File: config.mk
export PLATFORM = sky130hd
export DESIGN_NAME = minterm_scanner
export DESIGN_NICKNAME = d
export VERILOG_FILES = /design/src/rtl/minterm_scanner_pkg.sv /design/src/rtl/settle_timer.sv /design/src/rtl/minterm_scanner.sv
export SDC_FILE = /design/constraint.sdc
export NUM_CORES = 1
export LEC_CHECK = 0
export ABC_AREA = 1
export BUFFER_PORTS_ARGS = -buffer_cell sky130_fd_sc_hd__buf_2
export CAP_MARGIN = 20
export CORE_MARGIN = 2
export CORE_UTILIZATION = 49
export DETAILED_ROUTE_END_ITERATION = 16
export GPL_ROUTABILITY_DRIVEN = 1
export GPL_TIMING_DRIVEN = 0
export PLACE_DENSITY_LB_ADDON = 0.05
export SLEW_MARGIN = 15
export SYNTH_ARGS = -nofsm -noshare
export SYNTH_HDL_FRONTEND = slang
export SYNTH_HIERARCHICAL = 1
export SYNTH_SLANG_ARGS = --single-unit
export TNS_END_PERCENT = 50
File: constraint.sdc
create_clock -name clk -period 2.02 [get_ports clk]
set_input_delay 0.202 -clock clk [delete_from_list [all_inputs] [get_ports clk]]
set_output_delay 0.202 -clock clk [all_outputs]
set_load 0.1 [all_outputs]
File: src/rtl/minterm_scanner_pkg.sv
// rtl/minterm_scanner_pkg.sv - shared state encoding and sizing helpers for the minterm scanner
package minterm_scanner_pkg;

  // Scan sequencer states; encodings are fixed so other blocks can decode them.
  typedef enum logic [1:0] {
    IDLE   = 2'd0,
    APPLY  = 2'd1,
    SAMPLE = 2'd2,
    FINISH = 2'd3
  } scan_state_t;

  // Settle counter width; SETTLE is limited to 1..15.
  localparam int SETTLE_W = 4;

  // Number of input combinations for an n-input function.
  function automatic int scan_len(input int n);
    return 1 << n;
  endfunction

endpackage

File: src/rtl/settle_timer.sv
// rtl/settle_timer.sv - counts hold cycles for each applied vector
module settle_timer
  import minterm_scanner_pkg::*;
#(
  parameter int SETTLE = 1
) (
  input  logic clk,
  input  logic rst,
  input  logic clear,
  output logic expired
);

  logic [SETTLE_W-1:0] count;

  // Free-running count while the vector is held; cleared between vectors.
  always_ff @(posedge clk) begin
    if (rst || clear) begin
      count <= '0;
    end else begin
      count <= count + 1'b1;
    end
  end

  assign expired = (count == SETTLE_W'(SETTLE - 1));

endmodule

File: src/rtl/minterm_scanner.sv
// rtl/minterm_scanner.sv - sweeps all input vectors, captures the minterm mask and compares it
module minterm_scanner
  import minterm_scanner_pkg::*;
#(
  parameter int N_INPUTS = 4,
  parameter int SETTLE   = 1
) (
  input  logic                        clk,
  input  logic                        rst,
  input  logic                        start,
  input  logic [(1<<N_INPUTS)-1:0]    expected,
  output logic [N_INPUTS-1:0]         vec_out,
  input  logic                        f_in,
  output logic                        busy,
  output logic                        done,
  output logic [(1<<N_INPUTS)-1:0]    table_out,
  output logic                        match,
  output logic [N_INPUTS:0]           mismatch_cnt,
  output logic                        any_bad,
  output logic [N_INPUTS-1:0]         first_bad
);

  localparam int LEN = scan_len(N_INPUTS);

  scan_state_t        state;
  logic [LEN-1:0]     expected_q;
  logic               timer_clear;
  logic               timer_expired;
  logic               bit_bad;
  logic [N_INPUTS:0]  cnt_next;

  // Timer only runs while a vector is being held; it restarts for every vector.
  assign timer_clear = (state != APPLY) || timer_expired;

  settle_timer #(
    .SETTLE (SETTLE)
  ) u_settle_timer (
    .clk     (clk),
    .rst     (rst),
    .clear   (timer_clear),
    .expired (timer_expired)
  );

  assign bit_bad  = (f_in != expected_q[vec_out]);
  assign cnt_next = mismatch_cnt + {{N_INPUTS{1'b0}}, bit_bad};

  // Scan sequencer with capture, compare and result registers.
  always_ff @(posedge clk) begin
    if (rst) begin
      state        <= IDLE;
      expected_q   <= '0;
      vec_out      <= '0;
      busy         <= 1'b0;
      done         <= 1'b0;
      table_out    <= '0;
      match        <= 1'b0;
      mismatch_cnt <= '0;
      any_bad      <= 1'b0;
      first_bad    <= '0;
    end else begin
      case (state)
        IDLE: begin
          done <= 1'b0;
          if (start) begin
            expected_q   <= expected;
            table_out    <= '0;
            mismatch_cnt <= '0;
            any_bad      <= 1'b0;
            first_bad    <= '0;
            match        <= 1'b0;
            vec_out      <= '0;
            busy         <= 1'b1;
            state        <= APPLY;
          end
        end
        APPLY: begin
          if (timer_expired) begin
            state <= SAMPLE;
          end
        end
        SAMPLE: begin
          table_out[vec_out] <= f_in;
          if (bit_bad) begin
            mismatch_cnt <= cnt_next;
            if (!any_bad) begin
              first_bad <= vec_out;
              any_bad   <= 1'b1;
            end
          end
          if (vec_out == '1) begin
            // Result is final here, so match is already valid while done is high.
            match <= (cnt_next == '0);
            done  <= 1'b1;
            state <= FINISH;
          end else begin
            vec_out <= vec_out + 1'b1;
            state   <= APPLY;
          end
        end
        FINISH: begin
          done  <= 1'b0;
          busy  <= 1'b0;
          match <= (mismatch_cnt == '0);
          state <= IDLE;
        end
        default: state <= IDLE;
      endcase
    end
  end

endmodule
After elaboration in Yosys (flattened, before gate mapping)
Cells that the tools add are included.

Reductions and logical operators: 21. Eq/ne operators: 12. $lt $le $gt $ge: 2. Muxes and demuxes: 29. Add/sub/neg operators: 3.

Operators with widths (number): 16-bit case mux with 2 select lines (1); 16-bit bitwise mux (1); 16-bit two-way mux (1); 4-bit two-way mux (4); 4-bit case mux with 2 select lines (2); 2-bit inequality test (second input constant) (6); 5-bit zero test (2); 5-bit two-way mux (2); 5-bit case mux with 2 select lines (1); 2-bit AND reduction (5); 3-bit AND reduction (3); 4-bit by 1-bit adder with 4-bit output (second input constant) (2); 2-bit case mux with 4 select lines (1); 1-bit two-way mux (7); 2-bit two-way mux (3); 1-bit case mux with 2 select lines (3); 2-bit nonzero test (3); 5-bit by 1-bit adder with 5-bit output (1); 4-bit by 5-bit less-than comparator with 1-bit output (second input constant) (1); 1-bit binary-select mux with 4-bit select (1); 1-bit demux with 4-bit select (1); 2-bit equality test (second input constant) (2); 4-bit equality test (second input constant) (1); 4-bit by 1-bit >= comparator with 1-bit output (second input constant) (1); 11 further kinds (12).

Output and inout bits: 33. Word-level logic and storage cells: 78. Register bits after elaboration: 55. Bits of input ports: 20.

Longest topological paths before layout
Depth after elaboration: 7. Mapped depth: 19. Depth with buffers taken out: 17.

Hierarchy
Netlist, hierarchy kept.

Modules (own cells, without submodules): minterm_scanner (cells each 357, times used 1, seq. area each 1021.0 um2, area an instance 2538.7 um2); settle_timer (cells each 22, times used 1, seq. area each 80.1 um2, area an instance 181.4 um2).

Worst setup path before layout
No wires, ideal clock.

Kind: reg2reg. Start: register vec_out[1]. End: register match. Required time: 1.945 ns. Data arrival time: 3.028 ns. Slack: -1.082 ns. Library setup time: 0.075 ns. Cell stages (with the launch flop): 16. Path buffers: 0. Clock period less this slack: 3.102 ns. Path through: dfxtp_1 -> inv_1 -> nand3_1 -> nand2_1 -> nand2_1 -> nand2_1 -> nor2_1 -> nand2_1 -> nand2_2 -> clkinv_2 -> ha_1 -> ha_1 -> xor2_1 -> nor4_1 -> nand3_1 -> a31oi_1.

Longest elaborated chain between the ends: 7. Elaborated cells between the ends (all ways): 10.

Ends and longest elaborated chain: from (decl) (line minterm_scanner.sv:12) `output logic [N_INPUTS-1:0] vec_out,`; from (signal assigned) (line minterm_scanner.sv:96) `vec_out <= vec_out + 1'b1;`; 1-bit binary-select mux with 4-bit select (line minterm_scanner.sv:44) `assign bit_bad = (f_in != expected_q[vec_out]);`; 1-bit two-way mux (not written as such) (line minterm_scanner.sv:44); 1-bit inequality test (line minterm_scanner.sv:44); 5-bit by 1-bit adder with 5-bit output (line minterm_scanner.sv:45) `assign cnt_next = mismatch_cnt + {{N_INPUTS{1'b0}}, bit_bad};`; 5-bit zero test (line minterm_scanner.sv:92) `match <= (cnt_next == '0);`; 1-bit two-way mux (line minterm_scanner.sv:90) `if (vec_out == '1) begin`; 1-bit case mux with 3 select lines (line minterm_scanner.sv:61) `case (state)`; to (signal assigned) (line minterm_scanner.sv:92); to (signal assigned) (line minterm_scanner.sv:103) `match <= (mismatch_cnt == '0);`; to (decl) (line minterm_scanner.sv:17) `output logic match,`.

Several ways; a longest one is shown, not always the timed one. The select of a mux whose other input is x is not followed. A chain may end at the register's enable or synchronous reset.

Worst setup path in the final report
Start: register vec_out[0]. End: register match.

The elaborated chain is that of the path after synthesis.

==> run_results.csv <==
group,metric,value,unit
worst_setup_path,timing.critical_path.arrival,2.50,ns
sta,slew_viol_final,0,
logic_synthesis,yosys_top_cell_by_area,"sky130_fd_sc_hd__dfxtp_1",
worst_setup_path,critPathMaxFanout,5,
cts,cts-root-to-sink-buffers,2,
global_route,gr-usage-all-layers,22.9,%
logic_synthesis,synth.area.top_cells,"sky130_fd_sc_hd__dfxtp_1, sky130_fd_sc_hd__nand2_1, sky130_fd_sc_hd__a21oi_1",
sta,setup_violations,8,
logic_synthesis,post-synth-top-area-fraction,40.5,%
placed_design,place.detailed.instances,503,
sta,fin_skew,0.00512,ns
global_route,global_route.usage.met3,4.25,%
logic_synthesis,post_synth_xor_area_fraction,1.61,%
power_and_ir_drop,ir_drop,0.000669,V
logic_synthesis,post_synth_instance_area,2720,sq um
global_route,grt_first_pass_wirelength,11.3,mm
floorplan,placement_rows,27,
global_route,grt.met1_usage,30.6,%
layout,final_net_count,481,
sta,fin_ws,-0.234,ns
routing,detail_route.first_pass.iterations,4,
cts,cts_inserted_buffers,5,
placed_design,io_buffer_count,52,
logic_synthesis,synth_mux_area_share,0,%
routing,drt_iter0_drc,108,
global_route,grt_max_degree,16,
floorplan,dieArea,6160,sq um
global_route,number_of_global_route_vias_before_repair,2486,
logic_synthesis,synth_seq_area_share,40.5,%
min_path,timing.hold.worst.class,"in -> reg",
global_route,overflow,0,
placed_design,pre_cts_ws,-0.478,ns
cts,cts_hold_buf,0,
logic_synthesis,synth_top_family_by_area,"simple AND/OR/NAND/NOR gates",
power_and_ir_drop,power.density,801,nW/um^2
sta,timing_hold_violations_final,0,
logic_synthesis,synth_seq_cells,55,
sta,timing.final.crit_period,2.25,ns
worst_setup_path,worst-setup-path-type,"reg -> reg",
logic_synthesis,synth.yosys.warnings,6,
cts,clock_latency_late_sink,0.31,ns
worst_setup_path,worst-endpoint-required,2.26,ns
layout,post_route_cells_drive_above_1_share,27.0,%
sta,rsz0062_at_grt,"true",
layout,area_delta_synth_final,23.6,%
logic_synthesis,synth_compound_gate_area_share,17.4,%
floorplan,floorplan_die_width,78.5,microns
floorplan,floorplan.initialDensity,50.0,%
placed_design,gp_congestion,0.880,
sta,layout_worst_path_cycle_share,112,%
routing,vias_per_cell,5.02,
logic_synthesis,synthesis.nets,412,
logic_synthesis,synth_area_per_cell,7.18,sq um
layout,final_design_area_no_fill,3360,sq um
global_route,grt-busiest-layer,"met2",
logic_synthesis,netlist-cell-type-count,34,
floorplan,die_y,78.5,microns
worst_setup_path,reg2reg_slack,-0.23,ns
placed_design,hpwlAfterDp,4.89,mm
global_route,grt_util_met2,37.9,%
sta,max_slew.worst_pin.slew,0.613,ns
routing,dr_total_vias,2610,
power_and_ir_drop,power.leakage,1.47,nW
cts,clk_root_buffer_cell,"sky130_fd_sc_hd__clkbuf_8",
floorplan,floorplan.io_pins,53,
cts,cts_tree,"yes",
routing,drc,0,
cts,path_clk_slew,0.09,ns
routing,overall_routed_net_length,6.70,mm
layout,fill_cell_total_of_the_finished_layout,538,
layout,antenna_cells_inserted,0,
cts,cts_num_sinks,55,
sta,totalNegativeSetupSlack,-0.553,ns
outcome,violations,"negative setup slack",
placed_design,placed_cell_area,3110,sq um
global_route,antenna_found_initial,0,
sta,timing.max_slew.rel_slack,59.1,%
worst_setup_path,startpoint_class_of_the_critical_path,"flop",
layout,final_cells,520,
logic_synthesis,syn-instance-count,379,
cts,cts.htree.levels,2,
floorplan,placeableCoreArea,5440,sq um
logic_synthesis,synth_fa_ha_area_share,5.98,%
routing,wl_per_cell,12.9,microns
routing,ant_nets,0,
sta,clock.fmax,0.444,GHz
logic_synthesis,post_synth_and_or_nand_nor_area_fraction,25.2,%
run,drv_cap,0,
outcome,status,"finished with violations",
worst_setup_path,end_kind,"flop",
-- metal layers --
| metal | wire length (microns) | vias to the layer above | part of all wire (%) |
|---|---|---|---|
| met1 | 3190 | 1195 | 48 |
| met2 | 3190 | 49 | 48 |
| met3 | 264 | 5 | 3.9 |
| met5 | 0 | - | 0 |
| met4 | 58 | 0 | 0.87 |
| li1 | - | 1361 | - |
-- critical path, stage by stage, from the launching register on --
cell and delay, ns:
sky130_fd_sc_hd__dfxtp_4 0.38, sky130_fd_sc_hd__buf_6 0.14, sky130_fd_sc_hd__nor2_4 0.07, sky130_fd_sc_hd__nor2_1 0.04
sky130_fd_sc_hd__nand2_1 0.05, sky130_fd_sc_hd__nand2_1 0.05, sky130_fd_sc_hd__nand2_1 0.07, sky130_fd_sc_hd__nand2_2 0.06
sky130_fd_sc_hd__nor2_1 0.10, sky130_fd_sc_hd__nand2_1 0.07, sky130_fd_sc_hd__nand2_2 0.11, sky130_fd_sc_hd__clkinv_4 0.07
sky130_fd_sc_hd__ha_4 0.17, sky130_fd_sc_hd__ha_4 0.16, sky130_fd_sc_hd__xor2_2 0.15, sky130_fd_sc_hd__nor4_2 0.23
sky130_fd_sc_hd__nand3_1 0.10, sky130_fd_sc_hd__a31oi_1 0.17
-- layout by cell type (no fill, tap or decap), types with 11 or more instances in the layout --
cell | Yosys | routed
sky130_fd_sc_hd__clkbuf_1 | 10 | 11
sky130_fd_sc_hd__nand3_1 | 16 | 12
sky130_fd_sc_hd__dfxtp_1 | 55 | 51
sky130_fd_sc_hd__buf_2 | 3 | 55
sky130_fd_sc_hd__nand2_1 | 78 | 70
sky130_fd_sc_hd__inv_1 | 39 | 38
sky130_fd_sc_hd__nor2_1 | 39 | 38
sky130_fd_sc_hd__o21ai_0 | 29 | 29
sky130_fd_sc_hd__a21oi_1 | 38 | 38
sky130_fd_sc_hd__nand2_2 | 6 | 14
sky130_fd_sc_hd__ha_1 | 13 | 11
-- final cells by class --
class	instances	area, sq um	area share [%]
Buffer	15	72.6	2.16
Clock buffer	7	76.3	2.27
Inverter	46	184	5.47
Multi-Input combinational cell	262	1470	43.7
Sequential cell	55	1110	33.0
Tap cell	72	90.1	2.68
Timing Repair Buffer	63	359	10.7
-- timing repair --
action                     CTS  global route
setup endpoints to repair    7            24
cloned                       0             0
resized for setup            8            18
pin swaps                    7             4
setup buffers                8             3
-- path summary, 6_finish.rpt --
check,start,end,cells past startpoint
min,expected[2],expected_q[2],3
min reg2reg,expected_q[11],expected_q[11],2
max reg2reg,vec_out[0],match,17
max,vec_out[0],match,17
-- registers in the layout, summed over array words and instances (netlist names) --
signal,cells
any_bad,1
busy,1
done,1
expected_q,16
first_bad,4
match,1
mismatch_cnt,5
state,2
table_out,16
u_settle_timer/count,4
vec_out,4
-- through the flow --
step	hold WS (ns)	total power, mW	util, %
6_report	0.149	2.69	61.8
4_1_cts	0.145	2.67	60.2
3_3_place_gp	0.442	2.04	57.2
2_1_floorplan	0.369	1.86	-
3_5_place_dp	0.443	2.04	57.2
5_1_grt	0.189	2.86	61.8
-- cells in the mapped netlist (all sizes together) --
library cell,count
a211oi,1
nand2,85
ha,13
xor2,3
a21oi,44
a31oi,1
nor4,2
o311a,1
o221a,1
xnor2,2
nor2,40
dfxtp,55
inv,44
clkinv,2
o21ai,39
nor3,2
or2,1
buf,6
clkbuf,10
nand3,17
nand4,9
nand3b,1
-- where the power goes --
group | internal [mW] | switching [mW] | leakage, nW
Combinational | 0.285 | 0.619 | 0.980
Sequential | 1.16 | 0.0390 | 0.450
Clock | 0.240 | 0.348 | 0.0383
Total | 1.69 | 1.01 | 1.47
-- cell families (layout without fill, tap and decap cells) --
family	after synthesis	after routing
AO/OA/AOI/OAI	87	87
XOR/XNOR	5	5
adder cells (fa/ha/maj)	13	13
buffers and inverters	62	131
flip-flops	55	55
AND/OR/NAND/NOR	157	157
(Power assumes the default switching activity.)
